## config.mk

```make
export PLATFORM = sky130hd
export DESIGN_NAME = mmio_pwm_led_ctrl
export DESIGN_NICKNAME = d
export VERILOG_FILES = /design/src/rtl/mmio_pwm_led_ctrl.sv
export SDC_FILE = /design/constraint.sdc
export NUM_CORES = 1
export LEC_CHECK = 0
export CAP_MARGIN = 10
export CORE_ASPECT_RATIO = 0.5
export CORE_MARGIN = 2
export CORE_UTILIZATION = 62
export CTS_CLUSTER_DIAMETER = 80
export DETAILED_ROUTE_END_ITERATION = 16
export PLACE_DENSITY = 0.86
export SLEW_MARGIN = 15
export SYNTH_ARGS = -nofsm -noshare
export SYNTH_HDL_FRONTEND = slang
export SYNTH_SLANG_ARGS = --single-unit
export TNS_END_PERCENT = 10
```

## constraint.sdc

```tcl
create_clock -name clk -period 2.95 [get_ports clk]
set_clock_uncertainty 0.15 [all_clocks]
set_input_delay 0.7375 -clock clk [delete_from_list [all_inputs] [get_ports clk]]
set_output_delay 0.7375 -clock clk [all_outputs]
set_load 0.005 [all_outputs]
```

## src/rtl/mmio_pwm_led_ctrl.sv

```systemverilog
// Memory-mapped LED/GPIO controller: static or PWM-dimmed outputs behind a single-cycle register bus.
// Optional blink mask and phase on address 0x3 when MMIO_PWM_LED_BLINK_EN is defined.
module mmio_pwm_led_ctrl #(
  parameter int NUM_CH    = 8,
  parameter int BUS_WIDTH = 32,
  parameter int ADDR_W    = 4,
  parameter int DUTY_W    = 8,
  parameter int PRE_W     = 16
) (
  input  logic                 clk,
  input  logic                 rst_n,
  input  logic [ADDR_W-1:0]    addr,
  input  logic [BUS_WIDTH-1:0] wdata,
  input  logic                 we,
  input  logic                 re,
  output logic [BUS_WIDTH-1:0] rdata,
  output logic                 rvalid,
  output logic                 err,
  output logic [NUM_CH-1:0]    led
);

  localparam int MAP_END = 4 + NUM_CH;

  logic [1:0]           ctrl_q, ctrl_d;
  logic [NUM_CH-1:0]    out_q, out_d;
  logic [PRE_W-1:0]     prescale_q, prescale_d;
  logic [DUTY_W-1:0]    duty_q [NUM_CH];
  logic [DUTY_W-1:0]    duty_d [NUM_CH];
  logic [PRE_W-1:0]     pre_cnt_q, pre_cnt_d;
  logic [DUTY_W-1:0]    pwm_cnt_q, pwm_cnt_d;
  logic [BUS_WIDTH-1:0] rdata_q, rdata_d;
  logic                 rvalid_q, rvalid_d;
  logic                 err_q, err_d;
  logic [NUM_CH-1:0]    led_q, led_d;
`ifdef MMIO_PWM_LED_BLINK_EN
  logic [NUM_CH-1:0]    blink_q, blink_d;
  logic                 phase_q, phase_d;
`endif

  logic                 en, pwm_mode, mapped, tick, wr_pre, chan_on;
  logic [BUS_WIDTH-1:0] rd_val;

  assign en       = ctrl_q[0];
  assign pwm_mode = ctrl_q[1];
  assign mapped   = 32'(addr) < 32'(MAP_END);
  assign wr_pre   = we && (addr == ADDR_W'(2));

  always_comb begin
    ctrl_d     = ctrl_q;
    out_d      = out_q;
    prescale_d = prescale_q;
    duty_d     = duty_q;
    pre_cnt_d  = pre_cnt_q;
    pwm_cnt_d  = pwm_cnt_q;
    rdata_d    = rdata_q;
    rvalid_d   = re;
    err_d      = (we || re) && !mapped;
    led_d      = '0;
    tick       = 1'b0;
    rd_val     = '0;
    chan_on    = 1'b0;
`ifdef MMIO_PWM_LED_BLINK_EN
    blink_d    = blink_q;
    phase_d    = phase_q;
`endif

    // Read mux sees pre-write state, so a same-cycle read returns the old value.
    if (addr == ADDR_W'(0)) rd_val = BUS_WIDTH'(ctrl_q);
    if (addr == ADDR_W'(1)) rd_val = BUS_WIDTH'(out_q);
    if (addr == ADDR_W'(2)) rd_val = BUS_WIDTH'(prescale_q);
`ifdef MMIO_PWM_LED_BLINK_EN
    if (addr == ADDR_W'(3)) rd_val = BUS_WIDTH'({pwm_cnt_q, blink_q});
`else
    if (addr == ADDR_W'(3)) rd_val = BUS_WIDTH'(pwm_cnt_q);
`endif
    for (int i = 0; i < NUM_CH; i++) begin
      if (addr == ADDR_W'(4 + i)) rd_val = BUS_WIDTH'(duty_q[i]);
    end
    if (re) rdata_d = rd_val;

    if (we) begin
      if (addr == ADDR_W'(0)) ctrl_d     = wdata[1:0];
      if (addr == ADDR_W'(1)) out_d      = wdata[NUM_CH-1:0];
      if (addr == ADDR_W'(2)) prescale_d = wdata[PRE_W-1:0];
`ifdef MMIO_PWM_LED_BLINK_EN
      if (addr == ADDR_W'(3)) blink_d    = wdata[NUM_CH-1:0];
`endif
      for (int i = 0; i < NUM_CH; i++) begin
        if (addr == ADDR_W'(4 + i)) duty_d[i] = wdata[DUTY_W-1:0];
      end
    end

    // A PRESCALE write restarts the tick spacing from the write itself.
    if (wr_pre) begin
      pre_cnt_d = '0;
    end else if (en) begin
      if (pre_cnt_q == prescale_q) begin
        pre_cnt_d = '0;
        tick      = 1'b1;
      end else begin
        pre_cnt_d = pre_cnt_q + 1'b1;
      end
    end
    if (tick) pwm_cnt_d = pwm_cnt_q + 1'b1;
`ifdef MMIO_PWM_LED_BLINK_EN
    if (tick && (pwm_cnt_q == '1)) phase_d = ~phase_q;
`endif

    for (int i = 0; i < NUM_CH; i++) begin
      chan_on = out_q[i] && (!pwm_mode || (pwm_cnt_q < duty_q[i]));
`ifdef MMIO_PWM_LED_BLINK_EN
      chan_on = chan_on && !(blink_q[i] && phase_q);
`endif
      led_d[i] = en && chan_on;
    end
  end

  always_ff @(posedge clk or negedge rst_n) begin
    if (!rst_n) begin
      ctrl_q     <= '0;
      out_q      <= '0;
      prescale_q <= '0;
      duty_q     <= '{default: '0};
      pre_cnt_q  <= '0;
      pwm_cnt_q  <= '0;
      rdata_q    <= '0;
      rvalid_q   <= 1'b0;
      err_q      <= 1'b0;
      led_q      <= '0;
`ifdef MMIO_PWM_LED_BLINK_EN
      blink_q    <= '0;
      phase_q    <= 1'b0;
`endif
    end else begin
      ctrl_q     <= ctrl_d;
      out_q      <= out_d;
      prescale_q <= prescale_d;
      duty_q     <= duty_d;
      pre_cnt_q  <= pre_cnt_d;
      pwm_cnt_q  <= pwm_cnt_d;
      rdata_q    <= rdata_d;
      rvalid_q   <= rvalid_d;
      err_q      <= err_d;
      led_q      <= led_d;
`ifdef MMIO_PWM_LED_BLINK_EN
      blink_q    <= blink_d;
      phase_q    <= phase_d;
`endif
    end
  end

  assign rdata  = rdata_q;
  assign rvalid = rvalid_q;
  assign err    = err_q;
  assign led    = led_q;

endmodule

```

Word level (Yosys, flattened, before mapping)

Index checks and enable logic that the tools add are counted.

$add $sub $neg: 2
$mul: 0
Divide/modulo/power cells: 0
Magnitude comparators: 9
Eq/ne operators: 12
Shifts and indexed selects: 0
Multiplexer cells: 18
Bitwise gates (word level): 0
Reductions and logical operators: 42

Operators with widths:

| operator                                                        | number |
|---|---|
| 32-bit two-way mux                                              | 10 |
| 8-bit less-than comparator                                      | 8 |
| 16-bit two-way mux                                              | 3 |
| 2-bit AND reduction                                             | 11 |
| 1-bit logical AND                                               | 18 |
| 16-bit by 1-bit adder with 16-bit output, second input constant | 1 |
| 16-bit == test                                                  | 1 |
| 4-bit by 3-bit == test with 1-bit output, second input constant | 4 |
| 4-bit == test, second input constant                            | 4 |
| 1-bit logical OR                                                | 9 |
| 8-bit by 1-bit adder with 8-bit output, second input constant   | 1 |
| 4-bit by 2-bit == test with 1-bit output, second input constant | 2 |
| 8-bit two-way mux                                               | 1 |
| 4-bit by 1-bit == test with 1-bit output, second input constant | 1 |
| 4-bit logical NOT                                               | 1 |
| 4-bit less-than comparator, second input constant               | 1 |
| 1-bit two-way mux                                               | 3 |
| 1-bit logical NOT                                               | 2 |
| 2-bit two-way mux                                               | 1 |
| 2-bit nonzero test                                              | 1 |

Flip-flop bits (word level): 156
Bits in latches: 0
RAM bits: 0
Memory bits (read-only): 0
Input port bits: 40
Word-level logic and storage cells: 100
Memories kept: 0

Depth between registers and ports, before layout

Depth in word-level cells: 13
Mapped depth: 7

Worst setup path after synthesis

No wires, ideal clock.

Kind: input to register
From: in addr[3]
To: reg pwm_cnt_q[1]
Arrival: 1916 ps
Data required time: 2675 ps
Setup slack: 759 ps
Cell stages on the path: 5
Buffers on the path: 1
Path through: buf_2 -> or3b_2 -> o21ai_0 -> nor2_1 -> mux2_2

Word-level cells in the longest chain between the ends: 3

RTL lines:

| element                                  | RTL line | source |
|---|---|---|
| start: declaration                       | 12       | `input logic [ADDR_W-1:0] addr,` |
| 4-bit by 2-bit == test with 1-bit output | 46       | `assign wr_pre = we && (addr == ADDR_W'(2));` |
| 1-bit logical AND                        | 46       |  |
| 1-bit two-way mux                        | 94       | `if (wr_pre) begin` |
| end signal: assignment                   | 140      | `pwm_cnt_q <= pwm_cnt_d;` |
| end: declaration                         | 30       | `logic [DUTY_W-1:0] pwm_cnt_q, pwm_cnt_d;` |

Every way passes these cells.
A chain may end at the register's enable or synchronous reset.

Worst setup path after layout

From: in addr[2]
To: reg duty_q[59] in the netlist's numbering

Word-level cells in the longest chain between the ends: 2

RTL lines:

| element                                  | RTL line | source |
|---|---|---|
| 4-bit by 3-bit == test with 1-bit output | 89       | `if (addr == ADDR_W'(4 + i)) duty_d[i] = wdata[DUTY_W-1:0];` |
| 2-bit AND reduction (no line)            | -        |  |
| end signal: assignment                   | 138      | `duty_q <= duty_d;` |
| end: declaration                         | 27       | `logic [DUTY_W-1:0] duty_q [NUM_CH];` |

Every way passes these cells.

==> summary.txt <==
STA
  • Final Max Slew Viols: 0
  • RSZ-0062 raised after global routing: false
  • Maximum clock rate: just under 0.4 GHz
  • Worst Max-Slew Pin Slew: 757 ps
  • TNS Setup: 0 ps
  • Fin crit share: ~86%
  • Final-report hold violation count: 0
  • Final-report setup violation count: 0
  • Crit path time final: 2540 ps
  • Worst relative slew slack: a little under 50%

Clock network
  • Worst-path clk slew: ~60 ps
  • CTS H-tree depth: 4
  • Cts repair resizes: 0
  • Sink Count: 140
  • Clock Path Buffers: 2
  • Setup bufs post-CTS: 0
  • CTS root buf: clkbuf_16
  • CTS tree: yes
  • Clk Latency, worst-skew pair: ~420 ps
  • Cts hold-fix bufs: 0
  • Number of buffers created by CTS: 17

Synthesis
  • Cells after Synth: about 840
  • Top post-synthesis cells by area: dfrtp_1 43%, ha_1 9.0%, mux2_2 6.3%
  • Netlist cell types: 58
  • Area share of the largest cell type after synthesis: a little over two fifths
  • Mean Syn Cell Area: about 9.6 um^2
  • Commonest register cell after synthesis: dfrtp_1
  • Asr flop ratio synth: 100%
  • Mapped Area: roughly 0.0081 mm^2
  • Yosys Warn Count: 0
  • Area leader, netlist: dfrtp_1
  • Sequential fraction of the synthesis area: a little over two fifths
  • Yosys reg bits: 140
  • Post-synth EDFFs: 0
  • Top-count cell post-synth: dfrtp_1
  • Most frequent cells after synthesis: 140 x dfrtp_1, 124 x nand2_1, 74 x o21ai_0, 62 x inv_1, 58 x ha_1

Setup path
  • Worst EP arrival: between 2000 and 3000 ps
  • Worst setup SP type: input port
  • Critical Path Start: addr[2]
  • Kind of critical path: in -> reg
  • Cell class contributing the biggest share of worst-path delay: buffers and inverters
  • Crit-path max cell delay: 500 ps
  • Crit Path Max Fanout: 17
  • Worst Path Buf+Inv: 3
  • Reg-to-Reg Start: pwm_cnt_q[4]$_DFFE_PN0P_
  • Setup crit end kind: register
  • CP cell instances: clkdlybuf4s50_1 > buf_12 > buf_4 > nor2b_1 > nand3_1 > mux2_2
  • WP data required: 3100 ps
  • CP max-delay cell: clkdlybuf4s50_1

GRT
  • Largest net degree at the start of global routing: 68
  • Vias in the first global route: between 6,000 and 7,000
  • Initial antenna violation count: 0
  • GRT overflow: 0
  • Total track usage: between 30% and 40%
  • First-pass GRT wire length: 36,900 um

Finish
  • Layout cells sized above 1: between 10% and 20%
  • Nets: about 1,000
  • Ant diodes: 0
  • Area added between synthesis and finish: 16.1%
  • Final std cells w/o fill: approximately 1,100

Route
  • DR iter-0 viols: 822
  • Vias per std cell: ~6.4
  • DR WL/cell: about 21 um
  • Via count: between 6,000 and 7,000
  • Remaining antenna violation count: 0
  • DRC viols: 0
  • First-pass iteration count of the detailed router: 5
  • WL final: roughly 23,000 um

Floorplanning
  • Initial core utilization: around 64%
  • Num rows: 29
  • Die Wd: 165 um
  • Core Region: 0.0127 mm^2
  • Die Span Y: 84.7 um
  • Die area: 0.0140 mm^2
  • # IOs: ~80

Placed design
  • Port bufs: 49
  • Dpl hpwl: around 16,000 um
  • Cell count after placement: ~1,000
  • Final Wtd Congestion: between 0.9 and 1

Run status
  • Status: finished, final reports clean

Pwr
  • Cell Pwr Density: roughly 670 mW/mm^2
  • Leakage: roughly 4.5 nW
  • Maximum VDD drop: between 0.0005 and 0.0006 V

Flow run
  • # Max-Cap Violations: 0

Hold path
  • Hold WC Path Type: in -> async
==> sequential cells by signal, summed over array words and instances, names as in the netlist <==
register    cells
ctrl_q          2
duty_q         64
err             1
led             8
out_q           8
pre_cnt_q      16
prescale_q     16
pwm_cnt_q       8
rdata          16
rvalid          1
==> power breakdown <==
part	switching (mW)	internal, mW
registers	0.376	2.28
logic	0.778	0.679
clock network	0.867	1.34
total	2.02	4.30
==> layout make-up <==
cell class | count | area (um^2)
clock buffer | 19 | 433
clock inverter | 13 | 166
fill | 831 | 3320
inverter | 63 | 236
multi-input combinational | 591 | 4060
sequential | 140 | 3500
tap | 170 | 213
timing repair buffer | 84 | 774
==> metrics by stage <==
step / power [mW] / cell area (um^2) / hold WS (ps) / util [%] / worst slack, ps
5_1_grt: 6.63 / 9380 / 228 / 73.9 / 320
2_1_floorplan: 3.51 / 8140 / 292 / - / 759
3_5_place_dp: 4.07 / 8780 / 345 / 69.2 / 36.5
4_1_cts: 6.28 / 9380 / 192 / 73.9 / 454
6_report: 6.32 / 9380 / 175 / 73.9 / 407
3_3_place_gp: 3.97 / 8780 / 337 / 69.2 / 71.2
==> cell families after synthesis <==
logic type      count (synthesis)  share of synthesized area, %
fa+ha+maj                      58                          8.98
buf+inv                       126                          7.15
mux                            58                          8.19
compound gates                178                          13.9
other cells                     1                        0.0464
flops                         140                          43.4
xor+xnor                       34                          3.68
simple gates                  247                          14.7
==> placed cells by master, fill, tap and decap left out, types with 3 or more instances in the layout <==
| cell | count |
|---|---|
| dfrtp_1 | 140 |
| nand2_1 | 124 |
| o21ai_0 | 74 |
| inv_1 | 62 |
| ha_1 | 58 |
| clkdlybuf4s50_1 | 47 |
| mux2_2 | 45 |
| buf_4 | 33 |
| nor2_1 | 29 |
| nand3_1 | 24 |
| a21oi_1 | 22 |
| xor2_1 | 21 |
| nand2b_1 | 18 |
| clkbuf_16 | 17 |
| a21o_1 | 16 |
| conb_1 | 16 |
| xnor2_1 | 13 |
| a31oi_1 | 11 |
| mux2i_1 | 11 |
| nor3_1 | 10 |
| a22o_1 | 9 |
| nor4_1 | 8 |
| nand4_1 | 8 |
| a2111oi_0 | 8 |
| o22ai_1 | 7 |
| a22oi_1 | 6 |
| nor3b_1 | 5 |
| o211ai_1 | 5 |
| nor2b_1 | 4 |
| and3_1 | 3 |
| o31ai_1 | 3 |
| clkinv_4 | 3 |
| clkinvlp_4 | 3 |
| bufinv_16 | 3 |
==> final timing paths <==
check	endpoint	slack [ps]	cells after the start
worst min register to register	rdata[2]$_DFFE_PN0P_	360	2
worst max-delay path	duty_q[59]$_DFFE_PN0P_	410	6
max in group asynchronous	duty_q[0]$_DFFE_PN0P_	1750	2
worst min-delay path	duty_q[20]$_DFFE_PN0P_	180	1
min in group clk	rdata[2]$_DFFE_PN0P_	360	2
worst max register to register	led[6]$_DFF_PN0_	510	6
==> metal layers <==
metal	vias up	share of wire (%)	track usage, %
met5	-	0	0
met4	0	3.3	13.6
met3	83	11	8.05
met2	452	45	54.0
met1	3322	41	48.9
li1	3020	-	-
Power figures use the tool's default switching activity.
